$ cat config.mk
export PLATFORM = sky130hd
export DESIGN_NAME = programmable_pulse_generator
export DESIGN_NICKNAME = d
export VERILOG_FILES = /design/src/rtl/pulse_gen_pkg.sv /design/src/rtl/pulse_channel.sv /design/src/rtl/programmable_pulse_generator.sv
export SDC_FILE = /design/constraint.sdc
export NUM_CORES = 1
export LEC_CHECK = 0
export BUFFER_PORTS_ARGS = -buffer_cell sky130_fd_sc_hd__buf_2
export CAP_MARGIN = 20
export CORE_AREA = 2 2 243 245
export CTS_BUF_LIST = sky130_fd_sc_hd__clkbuf_4 sky130_fd_sc_hd__clkbuf_8
export CTS_CLUSTER_SIZE = 8
export DETAILED_ROUTE_END_ITERATION = 8
export DIE_AREA = 0 0 245 247
export PLACE_DENSITY = 0.51
export SYNTH_ARGS = -nofsm -noshare
export SYNTH_HDL_FRONTEND = slang
export SYNTH_SLANG_ARGS = --single-unit
export TNS_END_PERCENT = 100
$ cat constraint.sdc
create_clock -name clk -period 5 [get_ports clk]
set_clock_uncertainty 0.15 [all_clocks]
set_input_delay 0.75 -clock clk [delete_from_list [all_inputs] [get_ports clk]]
set_output_delay 0.75 -clock clk [all_outputs]
set_load 0.05 [all_outputs]
$ cat src/rtl/pulse_gen_pkg.sv
// Shared state/mode encodings and default constants for the programmable pulse generator.
package pulse_gen_pkg;

    typedef enum logic [1:0] {
        StIdle = 2'd0,
        StRun  = 2'd1,
        StTail = 2'd2
    } ch_state_e;

    typedef enum logic {
        ModePeriodic = 1'b0,
        ModeOneshot  = 1'b1
    } ch_mode_e;

    localparam int unsigned DefNumCh  = 4;
    localparam int unsigned DefCntW   = 27;
    localparam int unsigned DefWidW   = 8;
    localparam int unsigned DefPeriod = 100_000_000;
    localparam int unsigned DefWidth  = 1;

endpackage

$ cat src/rtl/pulse_channel.sv
// One pulse channel: period counter, width counter and IDLE/RUN/TAIL sequencing.
module pulse_channel
    import pulse_gen_pkg::*;
#(
    parameter int unsigned CNT_W          = DefCntW,
    parameter int unsigned WID_W          = DefWidW,
    parameter int unsigned DEFAULT_PERIOD = DefPeriod
) (
    input  logic             clk,
    input  logic             reset,
    input  logic             enable,
    input  logic             start,
    input  logic             cfg_load,
    input  logic [CNT_W-1:0] cfg_period,
    input  logic [WID_W-1:0] cfg_width,
    input  logic             cfg_oneshot,
    output logic             pulse,
    output logic             busy
);

    ch_state_e        state_q;
    ch_mode_e         mode_q;
    logic [CNT_W-1:0] count_q, period_q;
    logic [WID_W-1:0] wcnt_q, width_q;
    logic             pulse_q, busy_q;

    logic             terminal;
    logic             pulse_ends;
    logic [WID_W-1:0] wload;
    logic [WID_W-1:0] wcnt_dec;
    logic             pulse_dec;

    always_comb begin
        terminal   = (count_q == period_q - CNT_W'(1));
        pulse_ends = pulse_q && (wcnt_q == '0);
        // A zero width is stretched to one cycle.
        wload      = (width_q == '0) ? '0 : width_q - WID_W'(1);
        wcnt_dec   = wcnt_q;
        pulse_dec  = pulse_q;
        if (pulse_q) begin
            if (wcnt_q != '0) begin
                wcnt_dec = wcnt_q - WID_W'(1);
            end else begin
                pulse_dec = 1'b0;
            end
        end
    end

    always_ff @(posedge clk or negedge reset) begin
        if (!reset) begin
            state_q  <= StIdle;
            mode_q   <= ModePeriodic;
            period_q <= CNT_W'(DEFAULT_PERIOD);
            width_q  <= WID_W'(DefWidth);
            count_q  <= '0;
            wcnt_q   <= '0;
            pulse_q  <= 1'b0;
            busy_q   <= 1'b0;
        end else if (cfg_load) begin
            period_q <= cfg_period;
            width_q  <= cfg_width;
            mode_q   <= cfg_oneshot ? ModeOneshot : ModePeriodic;
            count_q  <= '0;
            wcnt_q   <= '0;
            pulse_q  <= 1'b0;
            state_q  <= (enable && !cfg_oneshot) ? StRun : StIdle;
            busy_q   <= enable && !cfg_oneshot;
        end else if (!enable || start) begin
            // Disable clears everything; start (re)arms from a zero count in either mode.
            count_q <= '0;
            wcnt_q  <= '0;
            pulse_q <= 1'b0;
            state_q <= enable ? StRun : StIdle;
            busy_q  <= enable;
        end else if (state_q == StTail) begin
            wcnt_q  <= wcnt_dec;
            pulse_q <= pulse_dec;
            if (pulse_ends) begin
                state_q <= StIdle;
                busy_q  <= 1'b0;
            end
        end else if (state_q == StRun || mode_q == ModePeriodic) begin
            // An enabled periodic channel counts from its very first enabled edge.
            busy_q <= 1'b1;
            if (terminal) begin
                pulse_q <= 1'b1;
                wcnt_q  <= wload;
                if (mode_q == ModeOneshot) begin
                    state_q <= StTail;
                end else begin
                    state_q <= StRun;
                    count_q <= '0;
                end
            end else begin
                state_q <= StRun;
                count_q <= count_q + CNT_W'(1);
                wcnt_q  <= wcnt_dec;
                pulse_q <= pulse_dec;
            end
        end
    end

    assign pulse = pulse_q;
    assign busy  = busy_q;

endmodule

$ cat src/rtl/programmable_pulse_generator.sv
// Multi-channel programmable pulse generator: config decode/validation plus NUM_CH channels.
module programmable_pulse_generator
    import pulse_gen_pkg::*;
#(
    parameter int unsigned NUM_CH         = DefNumCh,
    parameter int unsigned CNT_W          = DefCntW,
    parameter int unsigned WID_W          = DefWidW,
    parameter int unsigned DEFAULT_PERIOD = DefPeriod
) (
    input  logic                                              clk,
    input  logic                                              reset,
    input  logic [NUM_CH-1:0]                                 enable,
    input  logic [NUM_CH-1:0]                                 start,
    input  logic                                              cfg_we,
    input  logic [((NUM_CH > 1) ? $clog2(NUM_CH) : 1)-1:0]    cfg_ch,
    input  logic [CNT_W-1:0]                                  cfg_period,
    input  logic [WID_W-1:0]                                  cfg_width,
    input  logic                                              cfg_oneshot,
    output logic [NUM_CH-1:0]                                 pulse,
    output logic [NUM_CH-1:0]                                 busy,
    output logic                                              cfg_err
);

    logic              cfg_ok;
    logic [NUM_CH-1:0] cfg_load;
    logic              cfg_err_q;

    // A zero period or a select beyond the last channel is rejected outright.
    always_comb begin
        cfg_ok = cfg_we && (32'(cfg_ch) < NUM_CH) && (cfg_period != '0);
        for (int unsigned i = 0; i < NUM_CH; i++) begin
            cfg_load[i] = cfg_ok && (32'(cfg_ch) == i);
        end
    end

    always_ff @(posedge clk or negedge reset) begin
        if (!reset) begin
            cfg_err_q <= 1'b0;
        end else begin
            cfg_err_q <= cfg_we && !cfg_ok;
        end
    end

    assign cfg_err = cfg_err_q;

    for (genvar g = 0; g < NUM_CH; g++) begin : g_ch
        pulse_channel #(
            .CNT_W          (CNT_W),
            .WID_W          (WID_W),
            .DEFAULT_PERIOD (DEFAULT_PERIOD)
        ) u_ch (
            .clk         (clk),
            .reset       (reset),
            .enable      (enable[g]),
            .start       (start[g]),
            .cfg_load    (cfg_load[g]),
            .cfg_period  (cfg_period),
            .cfg_width   (cfg_width),
            .cfg_oneshot (cfg_oneshot),
            .pulse       (pulse[g]),
            .busy        (busy[g])
        );
    end

endmodule

# == After elaboration in Yosys (flattened, before gate mapping) ==
# Cells that the tools add are included.
# word_totals
ff_bits,301
out_inout_bits,9
# op_classes
addsub,16
n_eq_ne,27
muxes,141
bitwise_logic,4
reduce_logical,58
# op_table
op,count
27-bit two-way mux,24
8-bit two-way mux,32
"27-bit by 1-bit adder with 27-bit output, second input constant",4
27-bit equality test,4
"27-bit by 1-bit subtractor with 27-bit output, second input constant",4
8-bit logical NOT,8
"8-bit by 1-bit subtractor with 8-bit output, second input constant",8
1-bit two-way mux,57
2-bit two-way mux,28
8-bit nonzero test,4
27-bit nonzero test,1
"4-bit by 1-bit != test with 1-bit output, second input constant",4
"4-bit by 3-bit != test with 1-bit output, second input constant",4
4-bit nonzero test,4
1-bit logical AND,14
"2-bit equality test, second input constant",6
"3-bit by 1-bit != test with 1-bit output, second input constant",4
3-bit AND reduction,4
3-bit nonzero test,4
"2-bit by 1-bit equality test with 1-bit output, second input constant",5
1-bit logical OR,8
2-bit AND reduction,4
1-bit logical NOT,6
1-bit NOT,4
2-bit logical NOT,1

# == Longest topological paths before layout ==
# Gate-level depths: netlist (run 1).
# logic_depth
ltp_word,8
depth_mapped,15
depth_no_buf,11

# == Hierarchy ==
# A second synthesis (run 1) with hierarchy kept.
# unflattened
hier_cells,2238
hier_area_um2,20375.8
# by_module_without_submodules
mod,n_inst,cells_per_inst,area_each_um2,seq_area_each_um2
pulse_channel (g_ch[0].u_ch ...),2,534,4972.3,1893.1
pulse_channel (g_ch[3].u_ch),1,582,5247.5,1893.1
pulse_channel (g_ch[2].u_ch),1,568,5021.1,1893.1
programmable_pulse_generator,1,20,162.7,25.0

# == Least setup slack after synthesis (run 1) ==
# Ideal clock, no wire load.
# synth_path
kind,reg-to-reg
startpoint,register g_ch[2].u_ch.period_q[0]
endpoint,register g_ch[2].u_ch.count_q[24]
setup_ns,0.126
arrival_ns,3.444
t_required_ns,4.724
setup_slack_ns,1.280
stages_incl_launch_ff,15
n_path_buf,3
synth_period_minus_slack_ns,3.720
cell_sequence,dfrtp_1 inv_1 ha_1 or4b_1 buf_2 or4_1 buf_2 o31a_1 a31oi_1 and4bb_1 and4b_4 a21o_4 and2_4 buf_6 a221o_1
# synth_between
elab_chain_len,7
# synth_rtl
item,line_no,source
"start, declared",pulse_channel.sv:23,"logic [CNT_W-1:0] count_q, period_q;"
"start signal, assigned",pulse_channel.sv:53,period_q <= CNT_W'(DEFAULT_PERIOD);
"start signal, assigned",pulse_channel.sv:60,period_q <= cfg_period;
27-bit by 1-bit subtractor with 27-bit output (*),pulse_channel.sv:34,terminal = (count_q == period_q - CNT_W'(1));
27-bit equality test (*),pulse_channel.sv:34,
27-bit two-way mux,pulse_channel.sv:85,if (terminal) begin
27-bit two-way mux,pulse_channel.sv:82,end else if (state_q == StRun || mode_q == ModePeriodic) begin
27-bit two-way mux,pulse_channel.sv:75,end else if (state_q == StTail) begin
27-bit two-way mux,pulse_channel.sv:68,end else if (!enable || start) begin
27-bit two-way mux,pulse_channel.sv:59,end else if (cfg_load) begin
"end signal, assigned",pulse_channel.sv:96,count_q <= count_q + CNT_W'(1);
"end, declared",pulse_channel.sv:23,
# Mark *: on every way between the ends. The rest lies on a longest branch, timed or not. The select of a mux whose other input is x is not followed.
# A chain may end at the register's enable or synchronous reset.

# == Worst setup path after layout (run 1) ==
# layout_path
startpoint,register g_ch[3].u_ch.period_q[3]
endpoint,register g_ch[3].u_ch.wcnt_q[6]
# layout_between
elab_chain_len,7
# layout_rtl
item,line_no,source
"start, declared",pulse_channel.sv:23,
"start signal, assigned",pulse_channel.sv:53,
"start signal, assigned",pulse_channel.sv:60,
27-bit by 1-bit subtractor with 27-bit output,pulse_channel.sv:34,
27-bit equality test,pulse_channel.sv:34,
8-bit two-way mux,pulse_channel.sv:85,
8-bit two-way mux,pulse_channel.sv:82,
8-bit two-way mux,pulse_channel.sv:75,
8-bit two-way mux,pulse_channel.sv:68,
8-bit two-way mux,pulse_channel.sv:59,
"end signal, assigned",pulse_channel.sv:76,wcnt_q <= wcnt_dec;
"end signal, assigned",pulse_channel.sv:87,wcnt_q <= wload;
"end signal, assigned",pulse_channel.sv:97,wcnt_q <= wcnt_dec;
"end, declared",pulse_channel.sv:24,"logic [WID_W-1:0] wcnt_q, width_q;"
# No other way between the ends. The select of a mux whose other input is x is not followed.

==> load_flow_metrics.sql, run 1 <==
INSERT INTO impl_metrics (metric_group, metric, value, unit) VALUES
('sta', 'final.setup.tns', '0', 'ns'),
('clock_tree', 'ctsRootBufferMaster', 'sky130_fd_sc_hd__clkbuf_8', ''),
('yosys', 'netlist.area_leader.share', '0.311', ''),
('yosys', 'synth.area.top_cells', 'sky130_fd_sc_hd__dfrtp_1 31%, sky130_fd_sc_hd__nand2_1 8.0%, sky130_fd_sc_hd__dfstp_2 6.8%', ''),
('sta', 'grt_setup_unrepaired', 'no', ''),
('worst_setup_path', 'cp_slowest_cell', 'sky130_fd_sc_hd__nor4_1', ''),
('sta', 'finalCritPeriodShare', '0.849', ''),
('floorplan', 'die_area', '60500', 'sq um'),
('grt', 'grtUsageMet3', '0.0351', ''),
('clock_tree', 'maximum_root_to_sink_buffer_count', '3', ''),
('pwr', 'p_leak', '9.68', 'nW'),
('drt', 'post_drt_via_cell_ratio', '5.61', ''),
('placement', 'gp_congestion', '0.864', ''),
('drt', 'detail_route.first_pass.iterations', '5', ''),
('yosys', 'synthesis.area_per_instance', '8.39', 'sq um'),
('grt', 'grt_pass1_wl', '97800', 'microns'),
('grt', 'first_global_vias', '17200', ''),
('worst_setup_path', 'max_stage_delay', '0.72', 'ns'),
('sta', 'worstMarginPinSlew', '0.893', 'ns'),
('yosys', 'netlist_area', '20100', 'sq um'),
('worst_setup_path', 'worst_ep_arrival_time', '4.68', 'ns'),
('pwr', 'vdd_ir_drop_max', '226', 'uV'),
('grt', 'antenna_found_initial', '9', ''),
('drt', 'drc_errors', '0', ''),
('sta', 'finalCriticalPeriod', '4.24', 'ns'),
('clock_tree', 'postCtsHoldBufs', '1', ''),
('clock_tree', 'clock_sinks', '301', ''),
('grt', 'grt_use_met1', '0.284', ''),
('yosys', 'ys_seq_elements', '301', ''),
('worst_setup_path', 'nature_of_the_critical_path_startpoint', 'flip-flop', ''),
('drt', 'detail_route.wirelength', '61400', 'microns'),
('grt', 'groute.usage.overall', '0.203', ''),
('grt', 'top_usage_layer', 'met2', ''),
('clock_tree', 'clk_transition_reported_paths', '0.06', 'ns'),
('sta', 'maxClockFrequency', '0.236', 'GHz'),
('hold_path', 'min_path_type', 'in2reg', ''),
('floorplan', 'core', '58200', 'sq um'),
('clock_tree', 'insertion_delay', '0.68', 'ns'),
('outcome', 'status', 'finished, final reports clean', ''),
('drt', 'wire_per_inst', '19.0', 'microns'),
('floorplan', 'die_width', '245', 'microns'),
('sta', 'maxSlewHeadroom', '0.399', ''),
('clock_tree', 'cts_tree', 'done', ''),
('sta', 'finalSetupViolations', '0', ''),
('finish', 'layout-area-overhead-vs-synth', '11.8', '%'),
('finish', 'nNetsFinal', '2480', ''),
('worst_setup_path', 'worst_setup_path_end_kind', 'flip-flop', ''),
('pwr', 'p_per_area', '323', 'nW/um^2'),
('worst_setup_path', 'critical_path_required', '5.44', 'ns'),
('grt', 'grt.overflow.total', '0', ''),
('worst_setup_path', 'worstPathBufferInverterCount', '0', ''),
('clock_tree', 'postCtsSetupRepairBufs', '0', ''),
('floorplan', 'initial_utilization', '0.344', ''),
('clock_tree', 'cts_made_buffers', '57', ''),
('yosys', 'postSynth.topFlopCell', 'sky130_fd_sc_hd__dfrtp_1', ''),
('yosys', 'net_count_after_synthesis', '2463', ''),
('sta', 'fin_worst_hold_slack', '0.162', 'ns'),
('floorplan', 'placementRows', '89', ''),
('clock_tree', 'cts-resized-gates', '0', ''),
('yosys', 'synthCells', '2390', ''),
('grt', 'grt_max_degree', '120', ''),
('drt', 'ant_nets', '0', ''),
('yosys', 'synthArstFlopShare', '1.00', ''),
('placement', 'port-buffer-count', '57', ''),
('drt', 'detail_route.iter0.violations', '1577', ''),
('drt', 'vias', '18100', ''),
('yosys', 'netlist.top_cell.by_area', 'sky130_fd_sc_hd__dfrtp_1', ''),
('yosys', 'yosysSeqAreaShare', '0.379', ''),
('finish', 'drive_gt1_frac', '0.134', ''),
('worst_setup_path', 'path_class', 'reg2reg', ''),
('sta', 'maxSlewViolCount', '0', '');
-- logic make-up after synthesis --
logic type      after synthesis  share of synthesized area
fa+ha+maj                    24                     0.0150
mux                          70                     0.0376
xor+xnor                    163                     0.0733
flops                       301                      0.379
simple gates               1228                      0.310
buf+inv                     199                     0.0405
compound gates              405                      0.145
-- metrics by stage --
stage	power (W)	util	cell area [sq um]	cells	setup WS (ns)
3_5_place_dp	0.00437	0.362	21100	3120	0.613
2_1_floorplan	0.00390	-	20100	2390	1.28
4_1_cts	0.00732	0.385	22400	3229	0.766
6_report	0.00724	0.385	22400	3232	0.756
3_3_place_gp	0.00434	0.362	21100	3120	0.547
5_1_grt	0.00762	0.385	22400	3231	0.434
-- synthesized netlist by cell type (35+ instances only) --
cell,n
sky130_fd_sc_hd__a21oi_1,59
sky130_fd_sc_hd__and3_1,57
sky130_fd_sc_hd__clkbuf_1,101
sky130_fd_sc_hd__dfrtp_1,249
sky130_fd_sc_hd__dfstp_2,52
sky130_fd_sc_hd__inv_1,67
sky130_fd_sc_hd__mux2_2,42
sky130_fd_sc_hd__nand2_1,430
sky130_fd_sc_hd__nand2b_1,35
sky130_fd_sc_hd__nand3_1,123
sky130_fd_sc_hd__nand4_1,43
sky130_fd_sc_hd__nor2_1,174
sky130_fd_sc_hd__nor3_1,81
sky130_fd_sc_hd__nor4_1,56
sky130_fd_sc_hd__o21ai_0,77
sky130_fd_sc_hd__or3_1,36
sky130_fd_sc_hd__or4_1,41
sky130_fd_sc_hd__xnor2_1,96
sky130_fd_sc_hd__xor2_1,64
-- registers in the layout, indices dropped and copies added, names as in the netlist --
| register | count |
|---|---|
| g_ch.u_ch.count_q | 108 |
| g_ch.u_ch.pulse | 4 |
| g_ch.u_ch.wcnt_q | 32 |
| g_ch.u_ch.width_q | 32 |
| g_ch.u_ch.period_q | 108 |
| cfg_err | 1 |
| g_ch.u_ch.mode_q | 4 |
| g_ch.u_ch.state_q | 8 |
| g_ch.u_ch.busy | 4 |
-- cell usage in the layout (no fill, tap or decap), types with 27 or more instances in the layout --
master	netlist	layout
sky130_fd_sc_hd__a21oi_1	59	58
sky130_fd_sc_hd__nor2_1	174	174
sky130_fd_sc_hd__buf_4	9	27
sky130_fd_sc_hd__xor2_1	64	64
sky130_fd_sc_hd__mux2_2	42	42
sky130_fd_sc_hd__and3_1	57	57
sky130_fd_sc_hd__nand2_1	430	430
sky130_fd_sc_hd__or4_1	41	41
sky130_fd_sc_hd__nor4_1	56	56
sky130_fd_sc_hd__and2_1	27	27
sky130_fd_sc_hd__dfstp_2	52	52
sky130_fd_sc_hd__buf_2	13	56
sky130_fd_sc_hd__a21o_1	29	29
sky130_fd_sc_hd__nand2b_1	35	35
sky130_fd_sc_hd__nand3_1	123	123
sky130_fd_sc_hd__or3_1	36	36
sky130_fd_sc_hd__o21ai_0	77	77
sky130_fd_sc_hd__a221o_1	29	29
sky130_fd_sc_hd__nor3_1	81	80
sky130_fd_sc_hd__xnor2_1	96	96
sky130_fd_sc_hd__nand4_1	43	43
sky130_fd_sc_hd__mux2i_1	28	28
sky130_fd_sc_hd__dfrtp_1	249	249
sky130_fd_sc_hd__inv_1	67	67
sky130_fd_sc_hd__clkbuf_8	0	69
-- where the power goes --
part	leakage (nW)	total [W]	switching [W]	internal [W]
Sequential	3.85	0.00306	0.000357	0.00270
Combinational	5.10	0.00128	0.000761	0.000523
Clock	0.725	0.00290	0.00120	0.00170
-- layer usage --
metal / share of wire / wire (microns)
met5: 0.00067 / 41
met4: 0.026 / 1590
met3: 0.058 / 3560
met2: 0.45 / 27500
met1: 0.47 / 28800
-- layout make-up --
| cell class | count | area (sq um) |
|---|---|---|
| tap | 773 | 967 |
| clock inverter | 21 | 265 |
| multi-input combinational | 1890 | 11700 |
| clock buffer | 87 | 1080 |
| fill | 5886 | 35800 |
| antenna | 3 | 7.51 |
| sequential | 301 | 7600 |
| timing repair buffer | 87 | 548 |
| inverter | 70 | 263 |
-- worst paths after layout --
check | startpoint | slack, ns | cells past startpoint | end
worst max-delay path | g_ch[3].u_ch.period_q[3] | 0.76 | 9 | g_ch[3].u_ch.wcnt_q[6]
worst min-delay path | cfg_period[18] | 0.16 | 3 | g_ch[0].u_ch.period_q[18]
worst max register to register | g_ch[3].u_ch.period_q[3] | 0.76 | 9 | g_ch[3].u_ch.wcnt_q[6]
worst min register to register | g_ch[2].u_ch.period_q[26] | 0.32 | 2 | g_ch[2].u_ch.period_q[26]
max in group asynchronous | reset | 3.11 | 3 | g_ch[0].u_ch.period_q[3]
min in group asynchronous | reset | 0.52 | 2 | g_ch[3].u_ch.wcnt_q[6]
-- worst min-delay path: stages --
cell and delay [ns]:
sky130_fd_sc_hd__buf_2 0.13, sky130_fd_sc_hd__nand2_1 0.06, sky130_fd_sc_hd__nand2_1 0.04
(Power assumes the default switching activity.)
==> run 2, diff against run 1 <==
clock period = 4.4 ns   (was 5 ns; I/O delays follow)
==> load_flow_metrics.sql, run 2 (same netlist as run 1, synthesis figures left out) <==
INSERT INTO impl_metrics (metric_group, metric, value, unit) VALUES
('worst_setup_path', 'worst_ep_arrival_time', '4.53', 'ns'),
('worst_setup_path', 'cpLargestDelayFamily', 'simple AND/OR/NAND/NOR gates', ''),
('drt', 'post_drt_via_cell_ratio', '5.57', ''),
('worst_setup_path', 'worst_setup_path_end_kind', 'flip-flop', ''),
('worst_setup_path', 'max_stage_delay', '0.63', 'ns'),
('worst_setup_path', 'worstPathMaxFanout', '18', ''),
('clock_tree', 'ctsRootBufferMaster', 'sky130_fd_sc_hd__clkbuf_8', ''),
('floorplan', 'die-height', '247', 'microns'),
('drt', 'detail_route.first_pass.iterations', '5', ''),
('sta', 'finalCritPeriodShare', '0.938', ''),
('finish', 'nNetsFinal', '2497', ''),
('finish', 'layout_common_cells', '430 x sky130_fd_sc_hd__nand2_1, 249 x sky130_fd_sc_hd__dfrtp_1, 174 x sky130_fd_sc_hd__nor2_1, 123 x sky130_fd_sc_hd__nand3_1, 96 x sky130_fd_sc_hd__xnor2_1', ''),
('pwr', 'fin_total_pwr', '0.00801', 'W'),
('job', 'max_cap_violations', '0', ''),
('sta', 'finalSetupViolations', '0', ''),
('placement', 'port-buffer-count', '57', ''),
('pwr', 'switching_share', '0.325', ''),
('grt', 'first_global_vias', '17600', ''),
('placement', 'total_placed_instance_area', '21200', 'sq um'),
('worst_setup_path', 'worstPathBufferInverterCount', '2', ''),
('worst_setup_path', 'cp_slowest_cell', 'sky130_fd_sc_hd__or4b_1', ''),
('sta', 'finalCriticalPeriod', '4.13', 'ns'),
('sta', 'maxSlewHeadroom', '0.310', ''),
('grt', 'grt.overflow.total', '0', ''),
('worst_setup_path', 'cp.depth', '12', ''),
('finish', 'layout.cell_area.non_filler', '22500', 'sq um'),
('sta', 'maxClockFrequency', '0.242', 'GHz'),
('finish', 'biggestRegsByFlops', 'g_ch.u_ch.count_q: 108 flops, g_ch.u_ch.period_q: 108 flops', ''),
('sta', 'maxSlewViolCount', '0', ''),
('clock_tree', 'insertion_delay', '0.68', 'ns'),
('sta', 'final_hold_viol_count', '0', ''),
('grt', 'grt_max_degree', '91', ''),
('sta', 'grt_setup_unrepaired', 'no', ''),
('outcome', 'status', 'finished, final reports clean', ''),
('pwr', 'p_per_area', '356', 'nW/um^2'),
('grt', 'groute.usage.overall', '0.205', ''),
('hold_path', 'hold_depth', '3', ''),
('worst_setup_path', 'crit_chain', 'inv_1 > ha_1 > or4b_1 > or4_1 > nor2_1 > xnor2_1 > nor4_2 > nand3_1 > nor4_4 > buf_4 > nor3_1 > a211o_1', ''),
('floorplan', 'die_area', '60500', 'sq um'),
('worst_setup_path', 'nature_of_the_critical_path_startpoint', 'flip-flop', ''),
('clock_tree', 'clock_sinks', '301', ''),
('clock_tree', 'clk_transition_reported_paths', '0.07', 'ns'),
('sta', 'worstMarginPinSlew', '1.03', 'ns'),
('hold_path', 'min_path_type', 'in2reg', ''),
('clock_tree', 'postCtsSetupRepairBufs', '0', ''),
('floorplan', 'core', '58200', 'sq um'),
('floorplan', 'initial_utilization', '0.344', ''),
('grt', 'grt_pass1_wl', '99200', 'microns'),
('floorplan', 'die_width', '245', 'microns'),
('drt', 'ant_nets', '0', ''),
('drt', 'detail_route.wirelength', '61700', 'microns'),
('pwr', 'power.sequential.fraction', '0.432', ''),
('drt', 'vias', '18100', ''),
('finish', 'drive_gt1_frac', '0.140', ''),
('clock_tree', 'cts_made_buffers', '56', ''),
('pwr', 'power_report.internal_total', '0.00541', 'W'),
('finish', 'fill_cell_instance_count_of_the_final_layout', '5921', ''),
('finish', 'layout.cells.most_common', 'sky130_fd_sc_hd__nand2_1', ''),
('pwr', 'vdd_ir_drop_max', '227', 'uV'),
('placement', 'dp_hpwl', '44600', 'microns'),
('drt', 'detail_route.iter0.violations', '1412', ''),
('pwr', 'clockPowerShare', '0.383', ''),
('finish', 'layout-area-overhead-vs-synth', '12.1', '%'),
('clock_tree', 'cts_tree', 'done', ''),
('worst_setup_path', 'number_of_cell_instances_on_the_worst_register_to_register_path', '12', ''),
('grt', 'antenna_found_initial', '3', ''),
('clock_tree', 'htree_levels', '2', ''),
('placement', 'gp_congestion', '0.864', ''),
('pwr', 'p_leak', '9.70', 'nW'),
('pwr', 'total_switching_power', '0.00261', 'W'),
('drt', 'wire_per_inst', '19.0', 'microns'),
('floorplan', 'placementRows', '89', ''),
('drt', 'drc_errors', '0', ''),
('finish', 'layout.core_utilization', '0.386', ''),
('pwr', 'power.share.combinational', '0.185', ''),
('worst_setup_path', 'path_class', 'reg2reg', ''),
('clock_tree', 'maximum_root_to_sink_buffer_count', '3', ''),
('floorplan', 'floorplan.io_pins', '58', ''),
('worst_setup_path', 'critical_path_required', '4.80', 'ns');
## run 2: changes by cell type in the layout (fill, tap and decap cells not counted)
cell                         change
sky130_fd_sc_hd__clkinvlp_4      +3
sky130_fd_sc_hd__inv_8           -1
sky130_fd_sc_hd__buf_12          +1
sky130_fd_sc_hd__clkbuf_4        +5
sky130_fd_sc_hd__bufinv_16       -4
sky130_fd_sc_hd__inv_6           -1
sky130_fd_sc_hd__buf_4          +17
sky130_fd_sc_hd__clkinv_2        -4
## run 2: tightest hold or removal path, cell delays in order
cell	delay [ns]
sky130_fd_sc_hd__buf_2	0.15
sky130_fd_sc_hd__nand2_1	0.07
sky130_fd_sc_hd__nand2_1	0.04
## run 2: what timing repair did
item | CTS | global route
hold buffers | 1 | 0
gates resized for setup | 0 | 0
endpoints found under the hold margin | 57 | 0
## run 2: final cells by class
class	instances	area (sq um)	share of cell area
repair buffers	105	696	0.0309
well taps	773	967	0.0430
clock buffers	92	1120	0.0499
diodes	3	7.51	0.000334
clock inverters	14	128	0.00568
inverters	70	263	0.0117
flip-flops and latches	301	7600	0.338
multi-input cells	1890	11700	0.520
## run 2: worst paths after layout
check                                                from                   endpoint  slack, ns
worst max-delay path             g_ch[2].u_ch.period_q[0]     g_ch[2].u_ch.wcnt_q[6]       0.27
worst min-delay path                       cfg_period[15]  g_ch[0].u_ch.period_q[15]       0.10
worst max register to register   g_ch[2].u_ch.period_q[0]     g_ch[2].u_ch.wcnt_q[6]       0.27
worst min register to register  g_ch[2].u_ch.period_q[26]  g_ch[2].u_ch.period_q[26]       0.31
max in group asynchronous                           reset   g_ch[2].u_ch.count_q[20]       2.51
min in group asynchronous                           reset     g_ch[3].u_ch.wcnt_q[0]       0.42
## run 2: through the flow
stage	std cells	hold slack [ns]	TNS [ns]	worst slack [ns]
finish	3248	0.104	0	0.273
global route	3247	0.123	0	0.0208
CTS	3245	0.0494	0	0.327
detailed placement	3138	0.306	-0.0885	-0.0885
global placement	3138	0.307	-0.0310	-0.0310
floorplan	2390	0.214	0	0.680
## run 2: power groups by stage
stage / clock network, W / registers (W) / logic (W)
2_1_floorplan: 0 / 0.00332 / 0.00111
3_3_place_gp: 0 / 0.00349 / 0.00146
3_5_place_dp: 0 / 0.00350 / 0.00147
4_1_cts: 0.00316 / 0.00346 / 0.00148
5_1_grt: 0.00328 / 0.00350 / 0.00166
6_report: 0.00307 / 0.00346 / 0.00148
## run 2: routing by layer
metal	wire, microns	global-route usage	share of wire
met5	13	0	0.00021
met4	1470	0.0646	0.024
met3	3180	0.0305	0.052
met2	28500	0.335	0.46
met1	28500	0.279	0.46
==> run 3, diff against run 2 <==
PLACE_DENSITY = 0.53   (was 0.51)
SLEW_MARGIN = 20   (was unset)
clock period = 3.4 ns   (was 4.4 ns; I/O delays follow)
==> load_flow_metrics.sql, run 3 (same netlist as run 1, synthesis figures left out) <==
INSERT INTO impl_metrics (metric_group, metric, value, unit) VALUES
('worst_setup_path', 'nature_of_the_critical_path_startpoint', 'flip-flop', ''),
('placement', 'place.detailed.instances', '3341', ''),
('finish', 'drive_gt1_frac', '0.247', ''),
('clock_tree', 'maximum_root_to_sink_buffer_count', '3', ''),
('finish', 'final_cell_count_no_fill', '3511', ''),
('grt', 'groute.usage.overall', '0.211', ''),
('floorplan', 'die_area', '60500', 'sq um'),
('worst_setup_path', 'cp_slowest_cell', 'sky130_fd_sc_hd__or4b_4', ''),
('floorplan', 'floorplan.io_pins', '58', ''),
('outcome', 'status', 'finished, violations left', ''),
('finish', 'fill_cell_instance_count_of_the_final_layout', '5778', ''),
('finish', 'nNetsFinal', '2758', ''),
('grt', 'grt_max_degree', '121', ''),
('job', 'max_cap_violations', '0', ''),
('drt', 'detail_route.wirelength', '64400', 'microns'),
('grt', 'grt.overflow.total', '0', ''),
('worst_setup_path', 'crit_chain', 'inv_2 > ha_4 > or4b_4 > or4_4 > o31a_1 > a31oi_1 > and4bb_1 > and4b_4 > a21o_4 > and2_4 > a221o_1', ''),
('sta', 'finalCritPeriodShare', '1.03', ''),
('placement', 'gp_congestion', '0.907', ''),
('drt', 'post_drt_via_cell_ratio', '5.48', ''),
('clock_tree', 'insertion_delay', '0.71', 'ns'),
('drt', 'wire_per_inst', '18.4', 'microns'),
('sta', 'finalCriticalPeriod', '3.50', 'ns'),
('worst_setup_path', 'critical_path_required', '3.79', 'ns'),
('sta', 'final_hold_viol_count', '0', ''),
('worst_setup_path', 'path_class', 'reg2reg', ''),
('worst_setup_path', 'max_stage_delay', '0.48', 'ns'),
('grt', 'antenna_found_initial', '5', ''),
('pwr', 'p_per_area', '449', 'nW/um^2'),
('worst_setup_path', 'worst_setup_path_end_kind', 'flip-flop', ''),
('sta', 'maxSlewHeadroom', '0.510', ''),
('clock_tree', 'clock_sinks', '301', ''),
('pwr', 'p_leak', '11.2', 'nW'),
('grt', 'first_global_vias', '18700', ''),
('drt', 'detail_route.iter0.violations', '1475', ''),
('grt', 'grt_pass1_wl', '102000', 'microns'),
('sta', 'maxClockFrequency', '0.286', 'GHz'),
('clock_tree', 'clk_transition_reported_paths', '0.07', 'ns'),
('sta', 'worstMarginPinSlew', '0.728', 'ns'),
('sta', 'maxSlewViolCount', '0', ''),
('sta', 'fin_worst_hold_slack', '0.0646', 'ns'),
('hold_path', 'min_path_type', 'in2async', ''),
('pwr', 'vdd_ir_drop_max', '304', 'uV'),
('sta', 'setup_ws_post_layout', '-0.102', 'ns'),
('sta', 'grt_setup_unrepaired', 'yes', ''),
('drt', 'ant_nets', '0', ''),
('drt', 'drc_errors', '0', ''),
('finish', 'biggestRegsByFlops', 'g_ch.u_ch.count_q: 108 flops, g_ch.u_ch.period_q: 108 flops', ''),
('clock_tree', 'ctsRootBufferMaster', 'sky130_fd_sc_hd__clkbuf_8', ''),
('drt', 'vias', '19200', ''),
('sta', 'finalSetupViolations', '26', ''),
('floorplan', 'initial_utilization', '0.344', ''),
('clock_tree', 'htree_levels', '2', ''),
('clock_tree', 'cts_made_buffers', '58', ''),
('floorplan', 'placementRows', '89', ''),
('floorplan', 'core', '58200', 'sq um'),
('worst_setup_path', 'worstPathMaxFanout', '6', ''),
('drt', 'detail_route.first_pass.iterations', '5', ''),
('finish', 'layout.core_utilization', '0.437', ''),
('finish', 'layout_common_cells', '425 x sky130_fd_sc_hd__nand2_1, 258 x sky130_fd_sc_hd__buf_4, 248 x sky130_fd_sc_hd__dfrtp_1, 174 x sky130_fd_sc_hd__nor2_1, 119 x sky130_fd_sc_hd__nand3_1', ''),
('floorplan', 'die_width', '245', 'microns'),
('placement', 'port-buffer-count', '57', ''),
('worst_setup_path', 'worst_ep_arrival_time', '3.89', 'ns'),
('placement', 'dp_worst_setup_slack', '-0.270', 'ns'),
('finish', 'layout.cells.most_common', 'sky130_fd_sc_hd__nand2_1', ''),
('placement', 'dp_hpwl', '46000', 'microns'),
('clock_tree', 'cts_tree', 'done', ''),
('floorplan', 'die-height', '247', 'microns'),
('pwr', 'fin_total_pwr', '0.0114', 'W'),
('finish', 'layout-area-overhead-vs-synth', '26.9', '%'),
('outcome', 'failed_checks', 'negative setup slack', '');
## run 3: cell types whose count changed in the layout (fill, tap and decap cells not counted), moves of 6 or more
cell | previous run | this run
sky130_fd_sc_hd__buf_12 | 3 | 12
sky130_fd_sc_hd__buf_4 | 44 | 258
sky130_fd_sc_hd__dlygate4sd3_1 | 1 | 27
sky130_fd_sc_hd__nor3_1 | 80 | 71
sky130_fd_sc_hd__nor4_1 | 56 | 40
sky130_fd_sc_hd__nor4_2 | 6 | 12
sky130_fd_sc_hd__nor4_4 | 2 | 12
sky130_fd_sc_hd__or4_1 | 41 | 35
sky130_fd_sc_hd__or4_4 | 0 | 6
## run 3: timing repair
action / in CTS / in global routing
cloned: 3 / 3
resized for setup: 24 / 97
setup endpoints to repair: 102 / 144
pin swaps: 19 / 40
hold buffers: 27 / 0
hold endpoints to repair: 302 / 0
buffers inserted: 10 / 14
## run 3: final timing paths
path                                           startpoint                   endpoint  slack [ns]  depth (start not counted)
worst max-delay path             g_ch[2].u_ch.period_q[1]   g_ch[2].u_ch.count_q[14]       -0.10                         11
worst min-delay path                                reset   g_ch[3].u_ch.count_q[20]        0.06                          2
worst max register to register   g_ch[2].u_ch.period_q[1]   g_ch[2].u_ch.count_q[14]       -0.10                         11
worst min register to register  g_ch[0].u_ch.period_q[26]  g_ch[0].u_ch.period_q[26]        0.32                          2
max in group asynchronous                           reset   g_ch[0].u_ch.count_q[13]        2.09                          3
min in group clk                           cfg_period[16]  g_ch[1].u_ch.period_q[16]        0.07                          4
## run 3: through the flow
| step | TNS, ns | instance area, sq um |
|---|---|---|
| 2_1_floorplan | -4.24 | 20100 |
| 3_3_place_gp | -8.38 | 22900 |
| 3_5_place_dp | -10.47 | 22900 |
| 4_1_cts | -0.736 | 24800 |
| 5_1_grt | -5.00 | 25500 |
| 6_report | -1.16 | 25500 |
## run 3: critical path, delay by kind of cell, from the launching register on
family          cells  cell delay (ns)
compound gates      4             1.02
flops               1             0.39
buf+inv             1             0.09
fa+ha+maj           1             0.13
simple gates        5             1.58
## run 3: report_power, final
group	leakage (nW)	total (W)	internal, W	switching [W]
logic	6.63	0.00264	0.00119	0.00145
clock network	0.752	0.00444	0.00265	0.00179
registers	3.85	0.00435	0.00397	0.000383
total	11.2	0.0114	0.00781	0.00362
## run 3: routing by layer
layer  up-vias  global-route usage  part of all wire
li1       9225                   -                 -
met4         2              0.0665             0.025
met1      9456               0.284              0.46
met5         -                   0           0.00020
met2       451               0.346              0.46
met3       100              0.0322             0.053
## run 3: layout make-up
type	instances	area [sq um]	share of cell area
multi-input combinational	1893	12400	0.485
sequential	301	7600	0.298
timing repair buffer	361	2850	0.112
clock buffer	90	1130	0.0442
tap	773	967	0.0380
clock inverter	20	295	0.0116
inverter	70	263	0.0103
antenna	3	7.51	0.000295
